--- config.mk ---
export PLATFORM = sky130hd
export DESIGN_NAME = sync_fifo_reader
export DESIGN_NICKNAME = d
export VERILOG_FILES = /design/src/rtl/sync_fifo_reader.sv
export SDC_FILE = /design/constraint.sdc
export NUM_CORES = 1
export LEC_CHECK = 0
export BUFFER_PORTS_ARGS = -buffer_cell sky130_fd_sc_hd__buf_2
export CAP_MARGIN = 25
export CORE_AREA = 3 3 50 86
export CTS_CLUSTER_SIZE = 28
export DETAILED_ROUTE_END_ITERATION = 12
export DIE_AREA = 0 0 53 89
export GPL_TIMING_DRIVEN = 0
export PLACE_DENSITY = 0.64
export SKIP_LAST_GASP = 1
export SYNTH_ARGS = -nofsm -noshare
export SYNTH_HDL_FRONTEND = slang
export SYNTH_SLANG_ARGS = --single-unit
--- constraint.sdc ---
create_clock -name clk -period 3.95 [get_ports clk]
set_input_delay 0.79 -clock clk [delete_from_list [all_inputs] [get_ports clk]]
set_output_delay 0.79 -clock clk [all_outputs]
set_load 0.005 [all_outputs]
--- src/rtl/sync_fifo_reader.sv ---
// Read-side companion for the synchronous FIFO: pops words into a 2-entry skid buffer,
// drives a registered valid/ready stream, and supports flush. Optional stats: SYNC_FIFO_READER_STATS_EN.
module sync_fifo_reader #(
  parameter int DATA_WIDTH = 8,
  parameter int CNT_WIDTH  = 16
) (
  input  logic                  clk,
  input  logic                  reset,
  input  logic [DATA_WIDTH-1:0] fifo_dout,
  input  logic                  fifo_empty,
  output logic                  fifo_rd_en,
  output logic [DATA_WIDTH-1:0] m_data,
  output logic                  m_valid,
  input  logic                  m_ready,
  input  logic                  flush,
  output logic                  flush_busy,
  output logic                  flush_done,
  output logic [CNT_WIDTH-1:0]  words_out,
  output logic [CNT_WIDTH-1:0]  words_flushed
);

  typedef enum logic [1:0] {RUN, FLUSH, DONE} state_e;

  state_e                state_q, state_d;
  logic [1:0]            cnt_q, cnt_d;
  logic [DATA_WIDTH-1:0] head_q, head_d;
  logic [DATA_WIDTH-1:0] tail_q, tail_d;
  logic                  valid_q, valid_d;
  logic                  clear_buf;
  logic                  push, pop;

  // FSM next state and read strobe; fifo_dout is only valid in the rd_en cycle
  always_comb begin
    state_d    = state_q;
    fifo_rd_en = 1'b0;
    flush_busy = 1'b0;
    flush_done = 1'b0;
    clear_buf  = 1'b0;
    case (state_q)
      RUN: begin
        fifo_rd_en = !fifo_empty && !flush && (cnt_q != 2'd2 || m_ready);
        if (flush) begin
          state_d   = FLUSH;
          clear_buf = 1'b1;
        end
      end
      FLUSH: begin
        flush_busy = 1'b1;
        fifo_rd_en = !fifo_empty;
        if (fifo_empty) state_d = DONE;
      end
      DONE: begin
        flush_done = 1'b1;
        state_d    = RUN;
      end
      default: state_d = RUN;
    endcase
    if (reset) fifo_rd_en = 1'b0;
  end

  always_ff @(posedge clk) begin
    if (reset) state_q <= RUN;
    else       state_q <= state_d;
  end

  assign push = fifo_rd_en && (state_q == RUN);
  assign pop  = valid_q && m_ready;

  // Skid buffer: head is presented downstream, tail holds the second word
  always_comb begin
    cnt_d  = cnt_q;
    head_d = head_q;
    tail_d = tail_q;
    if (clear_buf) begin
      cnt_d = 2'd0;
    end else begin
      case ({push, pop})
        2'b10: begin
          if (cnt_q == 2'd0) head_d = fifo_dout;
          else               tail_d = fifo_dout;
          cnt_d = cnt_q + 2'd1;
        end
        2'b01: begin
          head_d = tail_q;
          cnt_d  = cnt_q - 2'd1;
        end
        2'b11: begin
          if (cnt_q == 2'd1) begin
            head_d = fifo_dout;
          end else begin
            head_d = tail_q;
            tail_d = fifo_dout;
          end
        end
        default: ;
      endcase
    end
    valid_d = (cnt_d != 2'd0);
  end

  always_ff @(posedge clk) begin
    if (reset) begin
      cnt_q   <= 2'd0;
      head_q  <= '0;
      tail_q  <= '0;
      valid_q <= 1'b0;
    end else begin
      cnt_q   <= cnt_d;
      head_q  <= head_d;
      tail_q  <= tail_d;
      valid_q <= valid_d;
    end
  end

  assign m_valid = valid_q;
  assign m_data  = head_q;

`ifdef SYNC_FIFO_READER_STATS_EN
  localparam logic [CNT_WIDTH-1:0] CNT_ONE = {{(CNT_WIDTH-1){1'b0}}, 1'b1};

  logic [CNT_WIDTH-1:0] out_q, out_d;
  logic [CNT_WIDTH-1:0] fl_q, fl_d;

  // Saturating counters; a pop in the flush-request cycle still counts as delivered
  always_comb begin
    out_d = out_q;
    fl_d  = fl_q;
    if (pop && !(&out_q)) out_d = out_q + CNT_ONE;
    if (fifo_rd_en && (state_q == FLUSH) && !(&fl_q)) fl_d = fl_q + CNT_ONE;
  end

  always_ff @(posedge clk) begin
    if (reset) begin
      out_q <= '0;
      fl_q  <= '0;
    end else begin
      out_q <= out_d;
      fl_q  <= fl_d;
    end
  end

  assign words_out     = out_q;
  assign words_flushed = fl_q;
`else
  assign words_out     = '0;
  assign words_flushed = '0;
`endif

endmodule

Word level (Yosys, flattened, before mapping)
Index checks and enable logic that the tools add are counted.

operators by class
  add/sub/neg operators = 2
  equality and inequality tests = 12
  multiplexer cells = 17
  bitwise logic cells = 1
  reductions and logical operators = 15

operator list
  cell                 count
  $mux 8               4
  $pmux 8 s3           1
  $pmux 8 s2           1
  $ne 2x2->1 const B   6
  $pmux 2 s2           2
  $eq 2x1->1 const B   3
  $eq 2x2->1 const B   3
  $mux 2               3
  $mux 1               5
  $logic_and 1x1->1    4
  $logic_not 2->1      2
  $reduce_and 4->1     1
  $reduce_bool 2->1    2
  $reduce_and 3->1     1
  $reduce_bool 3->1    1
  $add 2x1->2 const B  1
  $logic_not 1->1      2
  $pmux 1 s2           1
  $reduce_and 2->1     1
  $sub 2x1->2 const B  1
  $logic_or 1x1->1     1
  $not 1->1            1

word-level totals
  register bits = 21

Longest topological paths before layout
  depth in word-level cells = 10
  depth in mapped cells = 10

Worst setup path after synthesis
No wires, ideal clock.

  kind = input -> register
  start point = input m_ready
  end point = register tail_q[0]
  setup time = 0.072 ns
  data arrival time = 2.571 ns
  setup slack = 1.307 ns
  stages = 8
  cells stage by stage = clkbuf_1 inv_1 a21oi_1 and3b_1 ha_1 nor2_1 a2111oi_4 mux2i_1

between the ends
  cells in the longest elaborated chain, start to end = 8
  elaborated cells on any way between the ends = 13
  those cells by class = 4 x eq/ne; 3 x mux; 6 x reduce/logical

RTL lines
  what                                                       line  RTL
  start: declaration                                         14    input logic m_ready,
  $logic_or 1x1->1                                           41    fifo_rd_en = !fifo_empty && !flush && (cnt_q != 2'd2 || m_ready);
  $logic_and 1x1->1                                          41
  $pmux 1 s2                                                 39    case (state_q)
  $mux 1                                                     58    if (reset) fifo_rd_en = 1'b0;
  $logic_and 1x1->1                                          66    assign push = fifo_rd_en && (state_q == RUN);
  $eq 2x2->1                                                 77    case ({push, pop})
  $ne 2x2->1 (no line) or $reduce_bool 2->1 (tied branches)  n/a
  $reduce_and 4->1 (no line)                                 n/a
  end signal: assignment                                     110   tail_q <= tail_d;
  end: declaration                                           27    logic [DATA_WIDTH-1:0] tail_q, tail_d;

Several ways; a longest one is shown, not always the timed one.
A chain may end at the register's enable or synchronous reset.

Worst setup path in the final report
  start point = input m_ready
  end point = register tail_q[4]

Same word-level chain as after synthesis.

==> out/metrics.cfg <==
[clock_network]
cts.clk_slew.worst_paths_ns=0.08
cts_setup_buffers=0
ctsLongestPathBuffers=2
insertion_delay_to_the_later_sink_of_the_worst_skew_pair_ns=0.26
clock_sink_count=21
cts_hold_buf=0
tritoncts_clock_tree=built
clock-root-buffer=sky130_fd_sc_hd__clkbuf_8
cts.repair.resized=0
cts-htree-levels=1
cts_buffers=3

[final_layout]
finish.cell_count_without_fillers=264
layout.nets=239
regArea_um2=420
num_antenna_cells=0
post_route_cells_drive_above_1_share_pct=30.3
layout_stage_area_growth_over_the_synthesis_result_pct=23.2
multi_input_area_um2=828
fillcell_total=374

[sta]
final.period_utilization_pct=71.8
final_setup_tns_ns=0
timing.clock.skew_ns=0.00771
slew_viol_final=0
maximum_clock_rate_ghz=0.353
setup-violations-final=0
worstMarginPinSlew_ns=0.843
period_needed_ns=2.84
report.final.hold_viol_count=0
max-slew-margin-rel_pct=43.8
rsz0062_at_grt=false

[placement]
port-buffer-count=23
gp_congestion=0.809
dp_cells=260
hpwlAfterDp_mm=2.42

[logic_synthesis]
asyncSetResetFlopFracSynth_pct=0
post_synth_most_frequent_cells=sky130_fd_sc_hd__buf_4 (32), sky130_fd_sc_hd__dfxtp_1 (21), sky130_fd_sc_hd__nand2b_1 (18)
synth-edff-count=0
postSynth.topFlopCell=sky130_fd_sc_hd__dfxtp_1
synthDominantCellAreaShare_pct=29.1
synth_top_area_cell=sky130_fd_sc_hd__dfxtp_1
post_synth_instance_area_um2=1440
netlist-cell-type-count=34
synth_seq_area_share_pct=29.1
synthesis.area_per_instance_um2=9.02
syn-instance-count=160
yosys.cell_count.top_type=sky130_fd_sc_hd__buf_4
yosys_register_bits=21
cells_taking_the_most_area_after_synthesis=sky130_fd_sc_hd__dfxtp_1 (29%), sky130_fd_sc_hd__buf_4 (17%), sky130_fd_sc_hd__nand2b_1 (7.8%)
synth_warnings=0

[routing]
drt_drc_violations_left=0
met1Wirelength_mm=1.26
avgViaCountPerCell=4.63
detailedRoute.firstIterationViolations=30
drt-wirelength-per-cell_um=12.3
dr.max_layer_used=met4
route.vias.total=1221
wl_mm=3.25
routed-wl-met3_um=335
remaining_antenna_violation_count_after_routing=0
met2_wirelength_mm=1.61
drt_pass1_iterations=4

[global_routing]
vias_in_the_first_global_route=1088
globalRouteOverflowTotal=0
first_pass_grt_wire_length_mm=5.05
largest_net_degree_at_the_start_of_global_routing=13
antenna_violations_before_repair=0
groute.usage.overall_pct=14.2

[run]
max_cap_violations=0

[worst_setup_path]
critPathCaptureType=register
critical_path.max_fanout=11
setup.worst_path.start_class=primary input
worst_ep_required_time_ns=4.14
cp_data_arrival_time_ns=3.03
rrSetupSlack_ns=1.34
timing.setup.critical_path_class=in2reg

[power]
p_per_area_nw_per_um2=254
maximum_resistive_drop_on_vdd_mv=0.195
p_leak_nw=0.833

[floorplanning]
fp.dieArea_um2=4720
die_x_um=53
top_level_ports=57
standard_cell_core_area_um2=3660
fp.dieH_um=89
placement_rows=29
initial_core_util_pct=39.4

[outcome]
status=finished, final reports clean

[min_path]
min_path_type=reg2reg

[path summary, 6_finish.rpt]
path / start / cells after the start / endpoint
worst max-delay path: m_ready / 8 / tail_q[4]
worst min-delay path: tail_q[6] / 2 / tail_q[6]
worst min register to register: tail_q[6] / 2 / tail_q[6]
worst max register to register: m_valid / 8 / tail_q[4]
[state kept, by name, summed over array words and instances, names as in the netlist]
name and cells:
m_data 8, m_valid 1, cnt_q 2, state_q 2
tail_q 8
[cells by family (layout without fill, tap and decap cells)]
kind of cell / count (synthesis) / after routing / synth area share, %
buffers and inverters: 48 / 75 / 21.5
muxes: 10 / 10 / 7.03
and+or+nand+nor: 34 / 34 / 14.9
other: 1 / 32 / 0.260
adders and majority gates: 7 / 7 / 6.07
DFF: 21 / 21 / 29.1
AOI/OAI and AO/OA: 39 / 39 / 21.1
[routing by layer]
metal / up-vias / GRT usage [%]
met5: - / 0
met4: 0 / 4.88
met3: 4 / 2.34
met2: 72 / 24.9
met1: 523 / 17.1
li1: 622 / -
[cells in the final DEF, fill, tap and decap left out, types with 2 or more instances in the layout]
cell type	Yosys	routed
sky130_fd_sc_hd__clkbuf_8	0	3
sky130_fd_sc_hd__buf_2	2	25
sky130_fd_sc_hd__a31oi_1	8	8
sky130_fd_sc_hd__conb_1	1	32
sky130_fd_sc_hd__o2111ai_1	8	8
sky130_fd_sc_hd__nor3_1	3	3
sky130_fd_sc_hd__and3b_1	2	2
sky130_fd_sc_hd__o21ai_0	8	8
sky130_fd_sc_hd__o21a_1	2	2
sky130_fd_sc_hd__inv_1	4	4
sky130_fd_sc_hd__ha_1	7	7
sky130_fd_sc_hd__a21oi_1	2	2
sky130_fd_sc_hd__buf_4	32	32
sky130_fd_sc_hd__mux2i_1	9	9
sky130_fd_sc_hd__nand2_1	2	2
sky130_fd_sc_hd__clkbuf_1	7	7
sky130_fd_sc_hd__dfxtp_1	21	21
sky130_fd_sc_hd__nand2b_1	18	18
sky130_fd_sc_hd__nor2b_1	2	2
sky130_fd_sc_hd__a311oi_1	7	7
[metrics by stage]
stage          utilization, %  cell area (um2)  setup slack (ns)  hold slack (ns)  power, mW
2_1_floorplan               -             1560              1.31            0.449      0.290
3_3_place_gp             47.3             1730             0.827            0.461      0.311
5_1_grt                  48.5             1780             0.915            0.502      0.473
4_1_cts                  48.5             1780              1.11            0.482      0.452
3_5_place_dp             47.3             1730             0.849            0.466      0.311
6_report                 48.5             1780              1.11            0.477      0.452
[worst max-delay path, stage by stage]
cell,delay (ns)
sky130_fd_sc_hd__clkbuf_1,0.22
sky130_fd_sc_hd__nand2_1,0.37
sky130_fd_sc_hd__inv_1,0.12
sky130_fd_sc_hd__ha_1,0.24
sky130_fd_sc_hd__and2_4,0.16
sky130_fd_sc_hd__buf_6,0.13
sky130_fd_sc_hd__a2111oi_4,0.74
sky130_fd_sc_hd__mux2i_1,0.25
[power by group]
group | internal, mW | switching [mW]
Clock | 0.0703 | 0.0739
Sequential | 0.218 | 0.00441
Combinational | 0.0443 | 0.0403
[area by class of cell]
class | count | share of cell area [%]
multi-input cells | 122 | 46.6
flip-flops and latches | 21 | 23.6
plain buffers | 43 | 16.4
repair buffers | 23 | 6.47
well taps | 46 | 3.24
clock buffers | 3 | 2.32
inverters | 5 | 1.06
clock inverters | 1 | 0.281
No activity file was read; power rests on OpenSTA's default activity.
